File: config.mk
export PLATFORM = sky130hd
export DESIGN_NAME = melody_sequencer
export DESIGN_NICKNAME = d
export VERILOG_FILES = /design/src/rtl/melody_pkg.sv /design/src/rtl/tone_gen.sv /design/src/rtl/melody_sequencer.sv
export SDC_FILE = /design/constraint.sdc
export NUM_CORES = 1
export LEC_CHECK = 0
export BUFFER_PORTS_ARGS = -buffer_cell sky130_fd_sc_hd__buf_4
export CAP_MARGIN = 25
export CORE_MARGIN = 8
export CORE_UTILIZATION = 55
export CTS_CLUSTER_DIAMETER = 100
export DETAILED_ROUTE_END_ITERATION = 6
export GPL_TIMING_DRIVEN = 1
export PLACE_DENSITY_LB_ADDON = 0.15
export SLEW_MARGIN = 20
export SYNTH_ARGS = -nofsm -noshare
export SYNTH_HDL_FRONTEND = slang
export SYNTH_HIERARCHICAL = 1
export SYNTH_SLANG_ARGS = --single-unit
File: constraint.sdc
create_clock -name clk -period 11.8 [get_ports clk]
set_clock_uncertainty 0.1 [all_clocks]
set_input_delay 1.18 -clock clk [delete_from_list [all_inputs] [get_ports clk]]
set_output_delay 1.18 -clock clk [all_outputs]
set_load 0.02 [all_outputs]
File: src/rtl/melody_pkg.sv
// melody_pkg: note codes, note frequency table, half-period helper and FSM states for melody_sequencer
package melody_pkg;
  localparam logic [3:0] NOTE_REST = 4'd0;
  localparam logic [3:0] NOTE_C4   = 4'd1;
  localparam logic [3:0] NOTE_A4   = 4'd10;
  localparam logic [3:0] NOTE_C5   = 4'd13;
  localparam logic [3:0] NOTE_D5   = 4'd15;
  localparam int NOTE_FREQ_HZ [16] = '{0, 262, 277, 294, 311, 330, 349, 370, 392, 415, 440, 466, 494, 523, 554, 587};
  function automatic int half_period(input int clk_hz, input int freq);
    return (freq == 0) ? 0 : clk_hz / (2 * freq);
  endfunction
  typedef enum logic [1:0] {S_IDLE, S_FETCH, S_PLAY} state_t;
endpackage

File: src/rtl/tone_gen.sv
// tone_gen: half-period divider producing a square wave, cleared to 0 by i_clr
module tone_gen #(
  parameter int HP_W = 16
) (
  input  logic            clk,
  input  logic            rst,
  input  logic            i_clr,
  input  logic            i_en,
  input  logic [HP_W-1:0] i_hp,
  output logic            o_sq
);
  logic [HP_W-1:0] r_cnt;
  logic            r_sq;
  logic            w_wrap;
  assign w_wrap = r_cnt == i_hp - HP_W'(1);
  always_ff @(posedge clk) begin
    if (rst || i_clr) begin
      r_cnt <= '0;
      r_sq  <= 1'b0;
    end else if (i_en) begin
      r_cnt <= w_wrap ? '0 : r_cnt + HP_W'(1);
      r_sq  <= w_wrap ? ~r_sq : r_sq;
    end
  end
  assign o_sq = r_sq;
endmodule

File: src/rtl/melody_sequencer.sv
// melody_sequencer: plays notes from a writable RAM as a square wave; define MELODY_LOOP_EN to loop the song forever
module melody_sequencer
  import melody_pkg::*;
#(
  parameter int CLK_HZ  = 12_000_000,
  parameter int BEAT_HZ = 4,
  parameter int DEPTH   = 32,
  parameter int DUR_W   = 3,
  parameter int IDX_W   = $clog2(DEPTH)
) (
  input  logic             clk,
  input  logic             rst,
  input  logic             wr_en,
  input  logic [IDX_W-1:0] wr_addr,
  input  logic [3:0]       wr_note,
  input  logic [DUR_W-1:0] wr_dur,
  input  logic [IDX_W:0]   song_len,
  input  logic             start,
  input  logic             stop,
  output logic             speaker,
  output logic             busy,
  output logic             done,
  output logic [IDX_W-1:0] note_idx
);
  localparam int BEAT_CYC = CLK_HZ / BEAT_HZ;
  localparam int CYC_W    = $clog2(BEAT_CYC + 1);
  localparam int HP_W     = $clog2(half_period(CLK_HZ, NOTE_FREQ_HZ[NOTE_C4])) + 1;
`ifdef MELODY_LOOP_EN
  localparam bit LOOP = 1'b1;
`else
  localparam bit LOOP = 1'b0;
`endif
  logic [DUR_W+3:0] r_mem [DEPTH];
  state_t           r_state, w_next;
  logic [3:0]       r_note;
  logic [DUR_W-1:0] r_dur, r_beat;
  logic [CYC_W-1:0] r_cyc;
  logic [IDX_W-1:0] r_idx;
  logic [IDX_W:0]   r_len;
  logic             r_done;
  logic             w_beat_end, w_end, w_last, w_clr;
  logic [HP_W-1:0]  w_hp_tab [NOTE_D5+1];
  for (genvar g = 0; g <= NOTE_D5; g++) begin : g_hp
    assign w_hp_tab[g] = HP_W'(half_period(CLK_HZ, NOTE_FREQ_HZ[g]));
  end
  always_ff @(posedge clk) begin
    if (wr_en && 32'(wr_addr) < DEPTH)
      r_mem[wr_addr] <= {wr_note, wr_dur};
  end
  always_comb begin
    w_beat_end = r_cyc == CYC_W'(BEAT_CYC - 1);
    w_end      = r_state == S_PLAY && w_beat_end && r_beat == r_dur;
    w_last     = ({1'b0, r_idx} + (IDX_W+1)'(1)) >= r_len;
    w_next     = stop ? S_IDLE :
                 r_state == S_IDLE  ? ((start && song_len != '0) ? S_FETCH : S_IDLE) :
                 r_state == S_FETCH ? S_PLAY :
                 !w_end             ? S_PLAY :
                 (w_last && !LOOP)  ? S_IDLE : S_FETCH;
    w_clr      = r_state != S_PLAY || w_next != S_PLAY;
    busy       = r_state != S_IDLE;
  end
  always_ff @(posedge clk) begin
    if (rst) begin
      r_state <= S_IDLE;
      r_idx   <= '0;
      r_len   <= '0;
      r_done  <= 1'b0;
      r_note  <= '0;
      r_dur   <= '0;
      r_beat  <= '0;
      r_cyc   <= '0;
    end else begin
      r_state <= w_next;
      r_done  <= w_end && w_last && !LOOP && !stop;
      if (r_state == S_IDLE && w_next == S_FETCH) begin
        r_idx <= '0;
        r_len <= (song_len > (IDX_W+1)'(DEPTH)) ? (IDX_W+1)'(DEPTH) : song_len;
      end
      if (w_end && w_next == S_FETCH)
        r_idx <= w_last ? '0 : r_idx + IDX_W'(1);
      if (r_state == S_FETCH) begin
        {r_note, r_dur} <= r_mem[r_idx];
        r_cyc           <= '0;
        r_beat          <= '0;
      end else if (r_state == S_PLAY) begin
        r_cyc  <= w_beat_end ? '0 : r_cyc + CYC_W'(1);
        r_beat <= r_beat + DUR_W'(w_beat_end);
      end
    end
  end
  tone_gen #(.HP_W(HP_W)) u_tone (
    .clk   (clk),
    .rst   (rst),
    .i_clr (w_clr),
    .i_en  (r_note != NOTE_REST),
    .i_hp  (w_hp_tab[r_note]),
    .o_sq  (speaker)
  );
  assign done     = r_done;
  assign note_idx = r_idx;
endmodule

==> results of run 1 <==
-- metal layers --
layer  vias up  share of wire
met5         -              0
met4         0          0.028
met3        53          0.054
met2       222           0.50
met1      3757           0.42
li1       3470              -
-- cells in the final DEF, fill, tap and decap left out, types with 14 or more instances in the layout --
cell	n
sky130_fd_sc_hd__edfxtp_1	224
sky130_fd_sc_hd__ha_1	18
sky130_fd_sc_hd__clkbuf_16	29
sky130_fd_sc_hd__nand2_1	45
sky130_fd_sc_hd__nor3_1	15
sky130_fd_sc_hd__nand3_1	22
sky130_fd_sc_hd__nor2_1	110
sky130_fd_sc_hd__xnor2_1	34
sky130_fd_sc_hd__xor2_1	20
sky130_fd_sc_hd__a21oi_1	29
sky130_fd_sc_hd__o21ai_0	14
sky130_fd_sc_hd__dfxtp_1	61
sky130_fd_sc_hd__mux2i_1	14
sky130_fd_sc_hd__mux4_2	63
sky130_fd_sc_hd__nand2b_1	25
sky130_fd_sc_hd__inv_1	22
sky130_fd_sc_hd__buf_4	34
-- worst max path at each step --
stage / endpoint / cells past startpoint
CTS: u_tone/r_cnt[14] / 12
floorplan: u_tone/o_sq / 13
global placement: u_tone/r_cnt[15] / 12
global route: u_tone/r_cnt[13] / 14
detailed placement: u_tone/r_cnt[15] / 12
finish: u_tone/r_cnt[14] / 12
-- report_power, final --
| group | total (W) | leakage, nW | internal [W] | switching [W] |
|---|---|---|---|---|
| clock network | 0.00100 | 0.514 | 0.000613 | 0.000391 |
| registers | 0.00110 | 2.53 | 0.00110 | 0.00000491 |
| logic | 0.0000998 | 1.44 | 0.0000340 | 0.0000658 |
-- flip-flops by register name, summed over array words and instances (netlist names) --
name          cells
u_tone/o_sq       1
u_tone/r_cnt     16
r_len             6
r_mem           224
done              1
r_state           2
r_beat            3
r_note            4
r_cyc            22
r_dur             3
note_idx          5
-- through the flow --
stage / setup WS, ps / area, µm²
2_1_floorplan: 7980 / 12700
3_3_place_gp: 7560 / 13100
3_5_place_dp: 7360 / 13100
4_1_cts: 7330 / 14200
5_1_grt: 6900 / 14200
6_report: 7320 / 14200
-- cell usage after synthesis, drive strengths merged (14+ instances only) --
library cell | number | area share
ha | 18 | 0.018
a21oi | 29 | 0.011
o21ai | 14 | 0.0055
nand3 | 22 | 0.0087
nor3 | 15 | 0.0059
nand2b | 25 | 0.012
edfxtp | 224 | 0.53
mux4 | 63 | 0.11
xnor2 | 34 | 0.023
dfxtp | 63 | 0.10
nand2 | 45 | 0.013
xor2 | 20 | 0.014
mux2i | 14 | 0.011
inv | 22 | 0.0065
nor2 | 110 | 0.033
clkbuf | 28 | 0.0083
-- logic make-up after synthesis --
logic type,after synthesis,share of synthesized area
compound gates,92,0.0497
xor+xnor,54,0.0373
fa+ha+maj,18,0.0178
buf+inv,61,0.0192
flops,287,0.630
mux,78,0.124
other cells,1,0.000296
simple gates,301,0.122
-- worst min-delay path, delay by kind of cell (launching register included) --
| family | cells | cell delay [ps] |
|---|---|---|
| flip-flops | 1 | 320 |
| multiplexers | 1 | 50 |
| AND/OR/NAND/NOR | 1 | 60 |
-- final cells by class --
class                      instances  area (µm²)
clock buffer                      33         751
multi-input combinational        544        4440
fill                            1649        8440
timing repair buffer              35         267
inverter                          22        82.6
sequential                       287        7990
clock inverter                    21         307
tap                              285         357
==> run_summary.xml, run 1 <==
<?xml version="1.0" encoding="UTF-8"?>
<metrics>
  <group name="routing">
    <metric name="drc_marker_count_from_the_first_detailed_route_iteration" unit="">630</metric>
    <metric name="post_drt_via_cell_ratio" unit="">6.11</metric>
    <metric name="finalWirelength" unit="µm">26100</metric>
    <metric name="postRouteAntennaNets" unit="">0</metric>
    <metric name="first_pass_iters" unit="">5</metric>
    <metric name="route.detailed.drc" unit="">0</metric>
    <metric name="wire_per_inst" unit="µm">21.3</metric>
    <metric name="detailroute.via_count" unit="">7502</metric>
  </group>
  <group name="critical_path">
    <metric name="critical_path.startpoint" unit="">r_note[0]</metric>
    <metric name="crit-reg2reg-capture" unit="">u_tone/r_cnt[14]</metric>
    <metric name="worst-endpoint-required" unit="ps">12110</metric>
    <metric name="worst-setup-path-type" unit="">reg2reg</metric>
    <metric name="family_of_cells_with_the_greatest_summed_delay_on_the_critical_path" unit="">compound AO/OA/AOI/OAI gates</metric>
    <metric name="cp-start-kind" unit="">flip-flop</metric>
    <metric name="max_stage_delay" unit="ps">710</metric>
    <metric name="crit-reg2reg-launch" unit="">r_note[0]</metric>
    <metric name="cp-end-kind" unit="">flip-flop</metric>
    <metric name="top_fanout_value_on_the_critical_path" unit="">13</metric>
    <metric name="path_cells" unit="">inv_1 -&gt; ha_1 -&gt; nand2_1 -&gt; o21ai_0 -&gt; a21oi_1 -&gt; or4_1 -&gt; or3_1 -&gt; a2111oi_2 -&gt; and3_2 -&gt; o211ai_2 -&gt; o41ai_4 -&gt; nor2_1</metric>
    <metric name="critical_path_top_delay_cell" unit="">sky130_fd_sc_hd__o41ai_4</metric>
    <metric name="cp_num_buf_inv" unit="">1</metric>
    <metric name="critical_path_arrival" unit="ps">4790</metric>
    <metric name="r2r_cells" unit="">12</metric>
    <metric name="r2r_slack" unit="ps">7320</metric>
  </group>
  <group name="die">
    <metric name="initial_core_util" unit="">0.560</metric>
    <metric name="dieWidth" unit="µm">168</metric>
    <metric name="floorplan.die.height" unit="µm">168</metric>
    <metric name="floorplan.core_area" unit="µm²">22600</metric>
    <metric name="placementRows" unit="">55</metric>
    <metric name="floorplan.die_area" unit="µm²">28200</metric>
    <metric name="design.portCount" unit="">31</metric>
  </group>
  <group name="place">
    <metric name="dpl.hpwl" unit="µm">17000</metric>
    <metric name="port_buffers" unit="">30</metric>
    <metric name="dpl.cell_count" unit="">1173</metric>
    <metric name="finalWeightedCongestion" unit="">0.862</metric>
  </group>
  <group name="grt">
    <metric name="use_met1" unit="">0.232</metric>
    <metric name="grt_use_met2" unit="">0.319</metric>
    <metric name="grt_util_all_layers" unit="">0.183</metric>
    <metric name="grt_start_max_net_pins" unit="">47</metric>
    <metric name="grt_pass1_wl" unit="µm">40900</metric>
    <metric name="grt-busiest-layer" unit="">met2</metric>
    <metric name="grt_use_met3" unit="">0.0309</metric>
    <metric name="gr-total-overflow" unit="">0</metric>
    <metric name="initial_antenna_violation_count" unit="">0</metric>
    <metric name="first_global_vias" unit="">7503</metric>
  </group>
  <group name="timing">
    <metric name="maxSlewViolCount" unit="">0</metric>
    <metric name="finalSetupTns" unit="ps">0</metric>
    <metric name="setup_viol_count_final" unit="">0</metric>
    <metric name="grt_setup_unrepaired" unit="">false</metric>
    <metric name="final.min_clock_period" unit="ps">4480</metric>
    <metric name="fmax" unit="GHz">0.223</metric>
    <metric name="timing.final.hold_violations" unit="">0</metric>
    <metric name="timing_worst_slew_pin_value" unit="ps">900</metric>
    <metric name="maxSlewHeadroom" unit="">0.400</metric>
    <metric name="period_share" unit="">0.380</metric>
    <metric name="final.hold.worst_slack" unit="ps">375</metric>
  </group>
  <group name="clock_network">
    <metric name="count_of_h_tree_levels_built_during_cts" unit="">1</metric>
    <metric name="numCtsBuffers" unit="">29</metric>
    <metric name="clock_sinks" unit="">287</metric>
    <metric name="clkSlewWorstSetupHoldPaths" unit="ps">60</metric>
    <metric name="cts_repair_resize_count" unit="">0</metric>
    <metric name="tritoncts" unit="">yes</metric>
    <metric name="setup_buffers_after_cts" unit="">0</metric>
    <metric name="ctsLongestPathBuffers" unit="">3</metric>
    <metric name="worstSkewPairLatency" unit="ps">560</metric>
    <metric name="cts_hold_repair.buffers" unit="">0</metric>
    <metric name="clockRootBuffer" unit="">sky130_fd_sc_hd__clkbuf_16</metric>
  </group>
  <group name="cells_and_area">
    <metric name="areaGrowthSynthToFinish" unit="%">12.0</metric>
    <metric name="num-nets-final" unit="">960</metric>
    <metric name="antennaDiodeCount" unit="">0</metric>
    <metric name="layout.core_utilization" unit="">0.627</metric>
    <metric name="post_route_cells_drive_above_1_share" unit="">0.177</metric>
    <metric name="layoutNonFillerInstCount" unit="">1227</metric>
  </group>
  <group name="yosys">
    <metric name="synth.ff_latch_count" unit="">287</metric>
    <metric name="synth_area_per_cell" unit="µm²">14.2</metric>
    <metric name="synth_nets" unit="">933</metric>
    <metric name="yosys.cell_types.count" unit="">63</metric>
    <metric name="synthesis.instances" unit="">892</metric>
    <metric name="synth.yosys.seq_area_share" unit="">0.630</metric>
    <metric name="synth-async-reset-ratio" unit="">0</metric>
    <metric name="synth-edff-count" unit="">224</metric>
    <metric name="ys.warnings.count" unit="">6</metric>
    <metric name="synth_flop_cell" unit="">sky130_fd_sc_hd__edfxtp_1</metric>
    <metric name="netlist_area" unit="µm²">12700</metric>
  </group>
  <group name="power_and_ir_drop">
    <metric name="power_per_cell_area" unit="nW/µm²">155</metric>
    <metric name="fin_total_pwr" unit="W">0.00221</metric>
    <metric name="ir_worst_vdd" unit="V">0.000142</metric>
    <metric name="static-leakage-power" unit="nW">4.48</metric>
  </group>
  <group name="hold_path">
    <metric name="worst_hold_path.endpoint" unit="">u_tone/o_sq</metric>
    <metric name="worst_hold_startpoint" unit="">u_tone/o_sq</metric>
    <metric name="worstHoldPathType" unit="">reg2reg</metric>
    <metric name="hold_depth" unit="">2</metric>
  </group>
  <group name="flow_run">
    <metric name="cap_viol_max_count" unit="">0</metric>
  </group>
  <group name="status">
    <metric name="outcome" unit="">finished, final reports clean</metric>
  </group>
</metrics>
No activity file was read; power rests on OpenSTA's default activity.
==> run 2: changes to the inputs <==
==> constraint.sdc (replaced) <==
create_clock -name clk -period 4.25 [get_ports clk]
set_clock_uncertainty 0.1 [all_clocks]
set_input_delay 0.425 -clock clk [delete_from_list [all_inputs] [get_ports clk]]
set_output_delay 0.425 -clock clk [all_outputs]
set_load 0.02 [all_outputs]
==> run_summary.xml, run 2 (synthesis gave the netlist of run 1 again) <==
<?xml version="1.0" encoding="UTF-8"?>
<metrics>
  <group name="timing">
    <metric name="maxSlewHeadroom" unit="">0.473</metric>
    <metric name="final.hold.worst_slack" unit="ps">46.1</metric>
    <metric name="setup_viol_count_final" unit="">0</metric>
    <metric name="finalSetupTns" unit="ps">0</metric>
    <metric name="timing_worst_slew_pin_value" unit="ps">787</metric>
    <metric name="fmax" unit="GHz">0.254</metric>
    <metric name="period_share" unit="">0.925</metric>
    <metric name="grt_setup_unrepaired" unit="">false</metric>
    <metric name="final.min_clock_period" unit="ps">3930</metric>
    <metric name="timing.final.hold_violations" unit="">0</metric>
    <metric name="maxSlewViolCount" unit="">0</metric>
  </group>
  <group name="cells_and_area">
    <metric name="reg_top3" unit="">r_mem: 224 flops, r_cyc: 22 flops, u_tone/r_cnt: 16 flops</metric>
    <metric name="num-nets-final" unit="">967</metric>
    <metric name="layout_common_cells" unit="">224 x sky130_fd_sc_hd__edfxtp_1, 110 x sky130_fd_sc_hd__nor2_1, 63 x sky130_fd_sc_hd__mux4_2</metric>
    <metric name="post_route_cells_drive_above_1_share" unit="">0.188</metric>
    <metric name="most_common_cell_after_layout_fill_and_taps_aside" unit="">sky130_fd_sc_hd__edfxtp_1</metric>
    <metric name="areaGrowthSynthToFinish" unit="%">12.5</metric>
    <metric name="antennaDiodeCount" unit="">0</metric>
    <metric name="flip_flop_count_of_the_largest_register_all_copies_and_words_added" unit="">224</metric>
    <metric name="largest_register" unit="">r_mem</metric>
  </group>
  <group name="grt">
    <metric name="grt_use_met2" unit="">0.317</metric>
    <metric name="use_met1" unit="">0.240</metric>
    <metric name="grt_use_met3" unit="">0.0358</metric>
    <metric name="initial_antenna_violation_count" unit="">0</metric>
    <metric name="first_global_vias" unit="">7617</metric>
    <metric name="grt_util_all_layers" unit="">0.186</metric>
    <metric name="grt-busiest-layer" unit="">met2</metric>
    <metric name="grt_start_max_net_pins" unit="">38</metric>
    <metric name="gr-total-overflow" unit="">0</metric>
    <metric name="grt_pass1_wl" unit="µm">41600</metric>
  </group>
  <group name="clock_network">
    <metric name="clockRootBuffer" unit="">sky130_fd_sc_hd__clkbuf_16</metric>
    <metric name="tritoncts" unit="">yes</metric>
    <metric name="clock_sinks" unit="">287</metric>
    <metric name="cts_repair_resize_count" unit="">0</metric>
    <metric name="clkSlewWorstSetupHoldPaths" unit="ps">60</metric>
    <metric name="numCtsBuffers" unit="">30</metric>
    <metric name="worstSkewPairLatency" unit="ps">590</metric>
    <metric name="count_of_h_tree_levels_built_during_cts" unit="">1</metric>
    <metric name="cts_hold_repair.buffers" unit="">0</metric>
    <metric name="ctsLongestPathBuffers" unit="">3</metric>
    <metric name="setup_buffers_after_cts" unit="">0</metric>
  </group>
  <group name="power_and_ir_drop">
    <metric name="power_per_cell_area" unit="nW/µm²">425</metric>
    <metric name="switching_share" unit="">0.214</metric>
    <metric name="ir_worst_vdd" unit="V">0.000410</metric>
    <metric name="static-leakage-power" unit="nW">4.52</metric>
    <metric name="switchingPower" unit="W">0.00130</metric>
    <metric name="intPower" unit="W">0.00476</metric>
    <metric name="p_seq_frac" unit="">0.505</metric>
    <metric name="combinationalPowerShare" unit="">0.048</metric>
    <metric name="clkPwrFrac" unit="">0.446</metric>
  </group>
  <group name="routing">
    <metric name="first_pass_iters" unit="">5</metric>
    <metric name="route.detailed.drc" unit="">0</metric>
    <metric name="post_drt_via_cell_ratio" unit="">6.05</metric>
    <metric name="finalWirelength" unit="µm">26300</metric>
    <metric name="drc_marker_count_from_the_first_detailed_route_iteration" unit="">550</metric>
    <metric name="postRouteAntennaNets" unit="">0</metric>
    <metric name="wire_per_inst" unit="µm">21.3</metric>
    <metric name="detailroute.via_count" unit="">7473</metric>
  </group>
  <group name="critical_path">
    <metric name="top_fanout_value_on_the_critical_path" unit="">7</metric>
    <metric name="crit-reg2reg-launch" unit="">r_note[1]</metric>
    <metric name="critical_path.startpoint" unit="">r_note[1]</metric>
    <metric name="cp-start-kind" unit="">flip-flop</metric>
    <metric name="worst-endpoint-required" unit="ps">4620</metric>
    <metric name="cp-end-kind" unit="">flip-flop</metric>
    <metric name="critical_path_arrival" unit="ps">4310</metric>
    <metric name="worst-setup-path-type" unit="">reg2reg</metric>
  </group>
  <group name="die">
    <metric name="initial_core_util" unit="">0.560</metric>
    <metric name="design.portCount" unit="">31</metric>
    <metric name="dieWidth" unit="µm">168</metric>
    <metric name="floorplan.die.height" unit="µm">168</metric>
    <metric name="placementRows" unit="">55</metric>
    <metric name="floorplan.die_area" unit="µm²">28200</metric>
    <metric name="floorplan.core_area" unit="µm²">22600</metric>
  </group>
  <group name="flow_run">
    <metric name="cap_viol_max_count" unit="">0</metric>
  </group>
  <group name="status">
    <metric name="outcome" unit="">finished, final reports clean</metric>
  </group>
  <group name="hold_path">
    <metric name="worst_hold_startpoint" unit="">song_len[4]</metric>
    <metric name="worstHoldPathType" unit="">in2reg</metric>
  </group>
  <group name="place">
    <metric name="dpl.hpwl" unit="µm">17200</metric>
    <metric name="port_buffers" unit="">30</metric>
    <metric name="finalWeightedCongestion" unit="">0.906</metric>
  </group>
</metrics>
-- run 2: final timing paths --
path,end,slack [ps],cells after the start
worst max-delay path,u_tone/o_sq,320,12
worst min-delay path,r_len[4],50,3
worst max register to register,u_tone/o_sq,320,12
worst min register to register,u_tone/o_sq,380,2
-- run 2: final cells by class --
class,count,area (µm²)
Fill cell,1610,8390
Sequential cell,287,7990
Multi-Input combinational cell,544,4470
Clock buffer,35,811
Tap cell,285,357
Timing Repair Buffer,41,308
Clock inverter,21,226
Inverter,22,82.6
-- run 2: layer usage --
layer  routed length (µm)  vias to the layer above
met1                11100                     3736
met3                 1510                       45
li1                     -                     3476
met4                  683                        0
met2                13000                      216
met5                    0                        -
-- run 2: power groups by stage --
stage | registers [W] | clock network, W | logic [W]
after floorplan | 0.00312 | 0 | 0.000178
after global placement | 0.00312 | 0 | 0.000267
after detailed placement | 0.00312 | 0 | 0.000279
after CTS | 0.00306 | 0.00274 | 0.000280
after global routing | 0.00306 | 0.00285 | 0.000321
final | 0.00306 | 0.00271 | 0.000293
-- run 2: stage by stage --
| stage | util | instances | instance area (µm²) | total power [W] | setup WS, ps |
|---|---|---|---|---|---|
| CTS | 0.628 | 1235 | 14200 | 0.00608 | 108 |
| detailed placement | 0.582 | 1179 | 13200 | 0.00340 | 119 |
| global route | 0.630 | 1235 | 14300 | 0.00623 | 31.2 |
| global placement | 0.582 | 1179 | 13200 | 0.00339 | 290 |
| finish | 0.630 | 1235 | 14300 | 0.00606 | 317 |
| floorplan | - | 892 | 12700 | 0.00330 | 431 |
-- run 2: worst max-delay path: stages (launching register included) --
cell and delay [ps]:
sky130_fd_sc_hd__dfxtp_2 370, sky130_fd_sc_hd__inv_1 120, sky130_fd_sc_hd__ha_2 410, sky130_fd_sc_hd__nand2_1 110, sky130_fd_sc_hd__o21ai_0 140, sky130_fd_sc_hd__a21oi_1 170, sky130_fd_sc_hd__or4_4 590, sky130_fd_sc_hd__or3_1 380
sky130_fd_sc_hd__a2111oi_2 380, sky130_fd_sc_hd__and2b_1 160, sky130_fd_sc_hd__or4b_1 450, sky130_fd_sc_hd__nor4_2 260, sky130_fd_sc_hd__mux2i_1 210
==> run 3: changes to the inputs <==
--- a/config.mk
+++ b/config.mk
@@ -5,14 +5,15 @@
 export SDC_FILE = /design/constraint.sdc
 export NUM_CORES = 1
 export LEC_CHECK = 0
-export BUFFER_PORTS_ARGS = -buffer_cell sky130_fd_sc_hd__buf_4
 export CAP_MARGIN = 25
 export CORE_MARGIN = 8
 export CORE_UTILIZATION = 55
 export CTS_CLUSTER_DIAMETER = 100
 export DETAILED_ROUTE_END_ITERATION = 6
+export DONT_BUFFER_PORTS = 1
 export GPL_TIMING_DRIVEN = 1
 export PLACE_DENSITY_LB_ADDON = 0.15
+export REMOVE_ABC_BUFFERS = 1
 export SLEW_MARGIN = 20
 export SYNTH_ARGS = -nofsm -noshare
 export SYNTH_HDL_FRONTEND = slang
==> run_summary.xml, run 3 (synthesis gave the netlist of run 1 again) <==
<?xml version="1.0" encoding="UTF-8"?>
<metrics>
  <group name="power_and_ir_drop">
    <metric name="intPower" unit="W">0.00465</metric>
    <metric name="static-leakage-power" unit="nW">4.40</metric>
    <metric name="p_seq_frac" unit="">0.521</metric>
    <metric name="switchingPower" unit="W">0.00124</metric>
    <metric name="switching_share" unit="">0.210</metric>
    <metric name="power_per_cell_area" unit="nW/µm²">416</metric>
    <metric name="clkPwrFrac" unit="">0.431</metric>
    <metric name="ir_worst_vdd" unit="V">0.000311</metric>
    <metric name="combinationalPowerShare" unit="">0.048</metric>
  </group>
  <group name="routing">
    <metric name="detailroute.via_count" unit="">7383</metric>
    <metric name="wire_per_inst" unit="µm">21.5</metric>
    <metric name="drc_marker_count_from_the_first_detailed_route_iteration" unit="">602</metric>
    <metric name="finalWirelength" unit="µm">26100</metric>
    <metric name="first_pass_iters" unit="">6</metric>
    <metric name="postRouteAntennaNets" unit="">0</metric>
    <metric name="post_drt_via_cell_ratio" unit="">6.08</metric>
    <metric name="route.detailed.drc" unit="">0</metric>
  </group>
  <group name="cells_and_area">
    <metric name="reg_top3" unit="">r_mem: 224 flops, r_cyc: 22 flops, u_tone/r_cnt: 16 flops</metric>
    <metric name="flip_flop_count_of_the_largest_register_all_copies_and_words_added" unit="">224</metric>
    <metric name="layout_common_cells" unit="">224 x sky130_fd_sc_hd__edfxtp_1, 110 x sky130_fd_sc_hd__nor2_1, 63 x sky130_fd_sc_hd__mux4_2</metric>
    <metric name="antennaDiodeCount" unit="">0</metric>
    <metric name="fin_area" unit="µm²">14100</metric>
    <metric name="largest_register" unit="">r_mem</metric>
    <metric name="areaGrowthSynthToFinish" unit="%">11.5</metric>
    <metric name="num-fill-cells" unit="">1658</metric>
    <metric name="post_route_cells_drive_above_1_share" unit="">0.160</metric>
    <metric name="most_common_cell_after_layout_fill_and_taps_aside" unit="">sky130_fd_sc_hd__edfxtp_1</metric>
    <metric name="num-nets-final" unit="">950</metric>
    <metric name="layout.core_utilization" unit="">0.624</metric>
  </group>
  <group name="die">
    <metric name="initial_core_util" unit="">0.560</metric>
    <metric name="design.portCount" unit="">31</metric>
    <metric name="dieWidth" unit="µm">168</metric>
    <metric name="floorplan.core_area" unit="µm²">22600</metric>
    <metric name="floorplan.die_area" unit="µm²">28200</metric>
    <metric name="placementRows" unit="">55</metric>
    <metric name="floorplan.die.height" unit="µm">168</metric>
  </group>
  <group name="clock_network">
    <metric name="clock_sinks" unit="">287</metric>
    <metric name="count_of_h_tree_levels_built_during_cts" unit="">1</metric>
    <metric name="numCtsBuffers" unit="">29</metric>
    <metric name="tritoncts" unit="">yes</metric>
    <metric name="clkSlewWorstSetupHoldPaths" unit="ps">60</metric>
    <metric name="clockRootBuffer" unit="">sky130_fd_sc_hd__clkbuf_16</metric>
    <metric name="ctsLongestPathBuffers" unit="">3</metric>
    <metric name="worstSkewPairLatency" unit="ps">560</metric>
  </group>
  <group name="critical_path">
    <metric name="top_fanout_value_on_the_critical_path" unit="">7</metric>
    <metric name="cp-start-kind" unit="">flip-flop</metric>
    <metric name="worst-setup-path-type" unit="">reg2reg</metric>
    <metric name="max_stage_delay" unit="ps">590</metric>
    <metric name="critical_path_top_delay_cell" unit="">sky130_fd_sc_hd__or4_4</metric>
    <metric name="path_cells" unit="">inv_1 -&gt; ha_4 -&gt; nand2_1 -&gt; o21ai_0 -&gt; a21oi_2 -&gt; or4_4 -&gt; or3_1 -&gt; a2111oi_4 -&gt; and2b_1 -&gt; or4b_1 -&gt; nor4_2 -&gt; mux2i_1</metric>
    <metric name="r2r_cells" unit="">12</metric>
    <metric name="critical_path_arrival" unit="ps">4370</metric>
    <metric name="cp-end-kind" unit="">flip-flop</metric>
    <metric name="worst-endpoint-required" unit="ps">4640</metric>
  </group>
  <group name="timing">
    <metric name="fmax" unit="GHz">0.251</metric>
    <metric name="grt_setup_unrepaired" unit="">false</metric>
    <metric name="timing_worst_slew_pin_value" unit="ps">744</metric>
    <metric name="final.hold.worst_slack" unit="ps">55.6</metric>
    <metric name="fin_ws" unit="ps">273</metric>
    <metric name="maxSlewViolCount" unit="">0</metric>
    <metric name="setup_viol_count_final" unit="">0</metric>
    <metric name="period_share" unit="">0.936</metric>
    <metric name="maxSlewHeadroom" unit="">0.502</metric>
    <metric name="final.min_clock_period" unit="ps">3980</metric>
    <metric name="timing.final.hold_violations" unit="">0</metric>
  </group>
  <group name="place">
    <metric name="detailedPlace.worstSlack" unit="ps">36.1</metric>
    <metric name="port_buffers" unit="">0</metric>
    <metric name="dpl-instance-area" unit="µm²">13000</metric>
    <metric name="dpl.hpwl" unit="µm">17300</metric>
    <metric name="finalWeightedCongestion" unit="">0.861</metric>
  </group>
  <group name="grt">
    <metric name="grt_pass1_wl" unit="µm">41700</metric>
    <metric name="use_met1" unit="">0.231</metric>
    <metric name="grt_util_all_layers" unit="">0.187</metric>
    <metric name="grt_use_met3" unit="">0.0367</metric>
    <metric name="initial_antenna_violation_count" unit="">2</metric>
    <metric name="grt_use_met2" unit="">0.332</metric>
    <metric name="grt-busiest-layer" unit="">met2</metric>
    <metric name="gr-total-overflow" unit="">0</metric>
    <metric name="grt_start_max_net_pins" unit="">57</metric>
    <metric name="first_global_vias" unit="">7585</metric>
  </group>
  <group name="status">
    <metric name="outcome" unit="">finished, final reports clean</metric>
  </group>
  <group name="hold_path">
    <metric name="hold_depth" unit="">1</metric>
    <metric name="worstHoldPathType" unit="">in2reg</metric>
  </group>
  <group name="flow_run">
    <metric name="cap_viol_max_count" unit="">0</metric>
  </group>
</metrics>
run 3: cell count changes in the layout (fill, tap and decap cells not counted), moves of 2 or more:
cell,change
sky130_fd_sc_hd__buf_12,+5
sky130_fd_sc_hd__clkinv_2,-3
sky130_fd_sc_hd__clkbuf_8,-2
sky130_fd_sc_hd__buf_4,-32
sky130_fd_sc_hd__dlygate4sd3_1,+8
sky130_fd_sc_hd__buf_2,+3
sky130_fd_sc_hd__clkbuf_1,+2
sky130_fd_sc_hd__clkbuf_16,-2
run 3: metal layers:
layer	wire length, µm	part of all wire
met5	26	0.00099
met1	10600	0.41
met3	1530	0.058
met2	13400	0.51
met4	606	0.023
run 3: repair_timing:
action                                  CTS  global route
hold endpoints to repair                240             0
resized for setup                         0             9
hold buffers                             15             0
buffers inserted                          0             0
endpoints found under the setup margin    0            17
run 3: worst paths after layout:
kind             start      endpoint  slack, ps
max          r_note[1]   u_tone/o_sq        270
min          wr_dur[1]  r_mem[18][1]         60
max reg2reg  r_note[1]   u_tone/o_sq        270
min reg2reg  r_beat[0]     r_beat[0]        410
run 3: through the flow:
step / total power [W] / setup TNS, ps / std cells
finish: 0.00588 / 0 / 1214
CTS: 0.00592 / 0 / 1214
global placement: 0.00334 / 0 / 1148
detailed placement: 0.00334 / 0 / 1148
global route: 0.00607 / 0 / 1214
floorplan: 0.00329 / -2230 / 853
run 3: critical path, delay by kind of cell (launching register included):
family | cells | cell delay [ps]
AND/OR/NAND/NOR | 6 | 1990
AO/OA/AOI/OAI | 3 | 670
flip-flops | 1 | 430
adder cells (fa/ha/maj) | 1 | 340
multiplexers | 1 | 210
buffers and inverters | 1 | 170
run 3: final cells by class:
type	count	area, µm²	share of cell area
multi-input combinational	544	4490	0.318
clock inverter	18	208	0.0147
inverter	22	82.6	0.00584
clock buffer	33	741	0.0524
sequential	287	7990	0.566
timing repair buffer	25	263	0.0186
tap	285	357	0.0252
run 3: power groups by stage:
stage	logic (W)	clock network, W	registers (W)
2_1_floorplan	0.000170	0	0.00312
3_3_place_gp	0.000214	0	0.00312
3_5_place_dp	0.000221	0	0.00312
4_1_cts	0.000272	0.00259	0.00306
5_1_grt	0.000311	0.00269	0.00306
6_report	0.000283	0.00254	0.00306
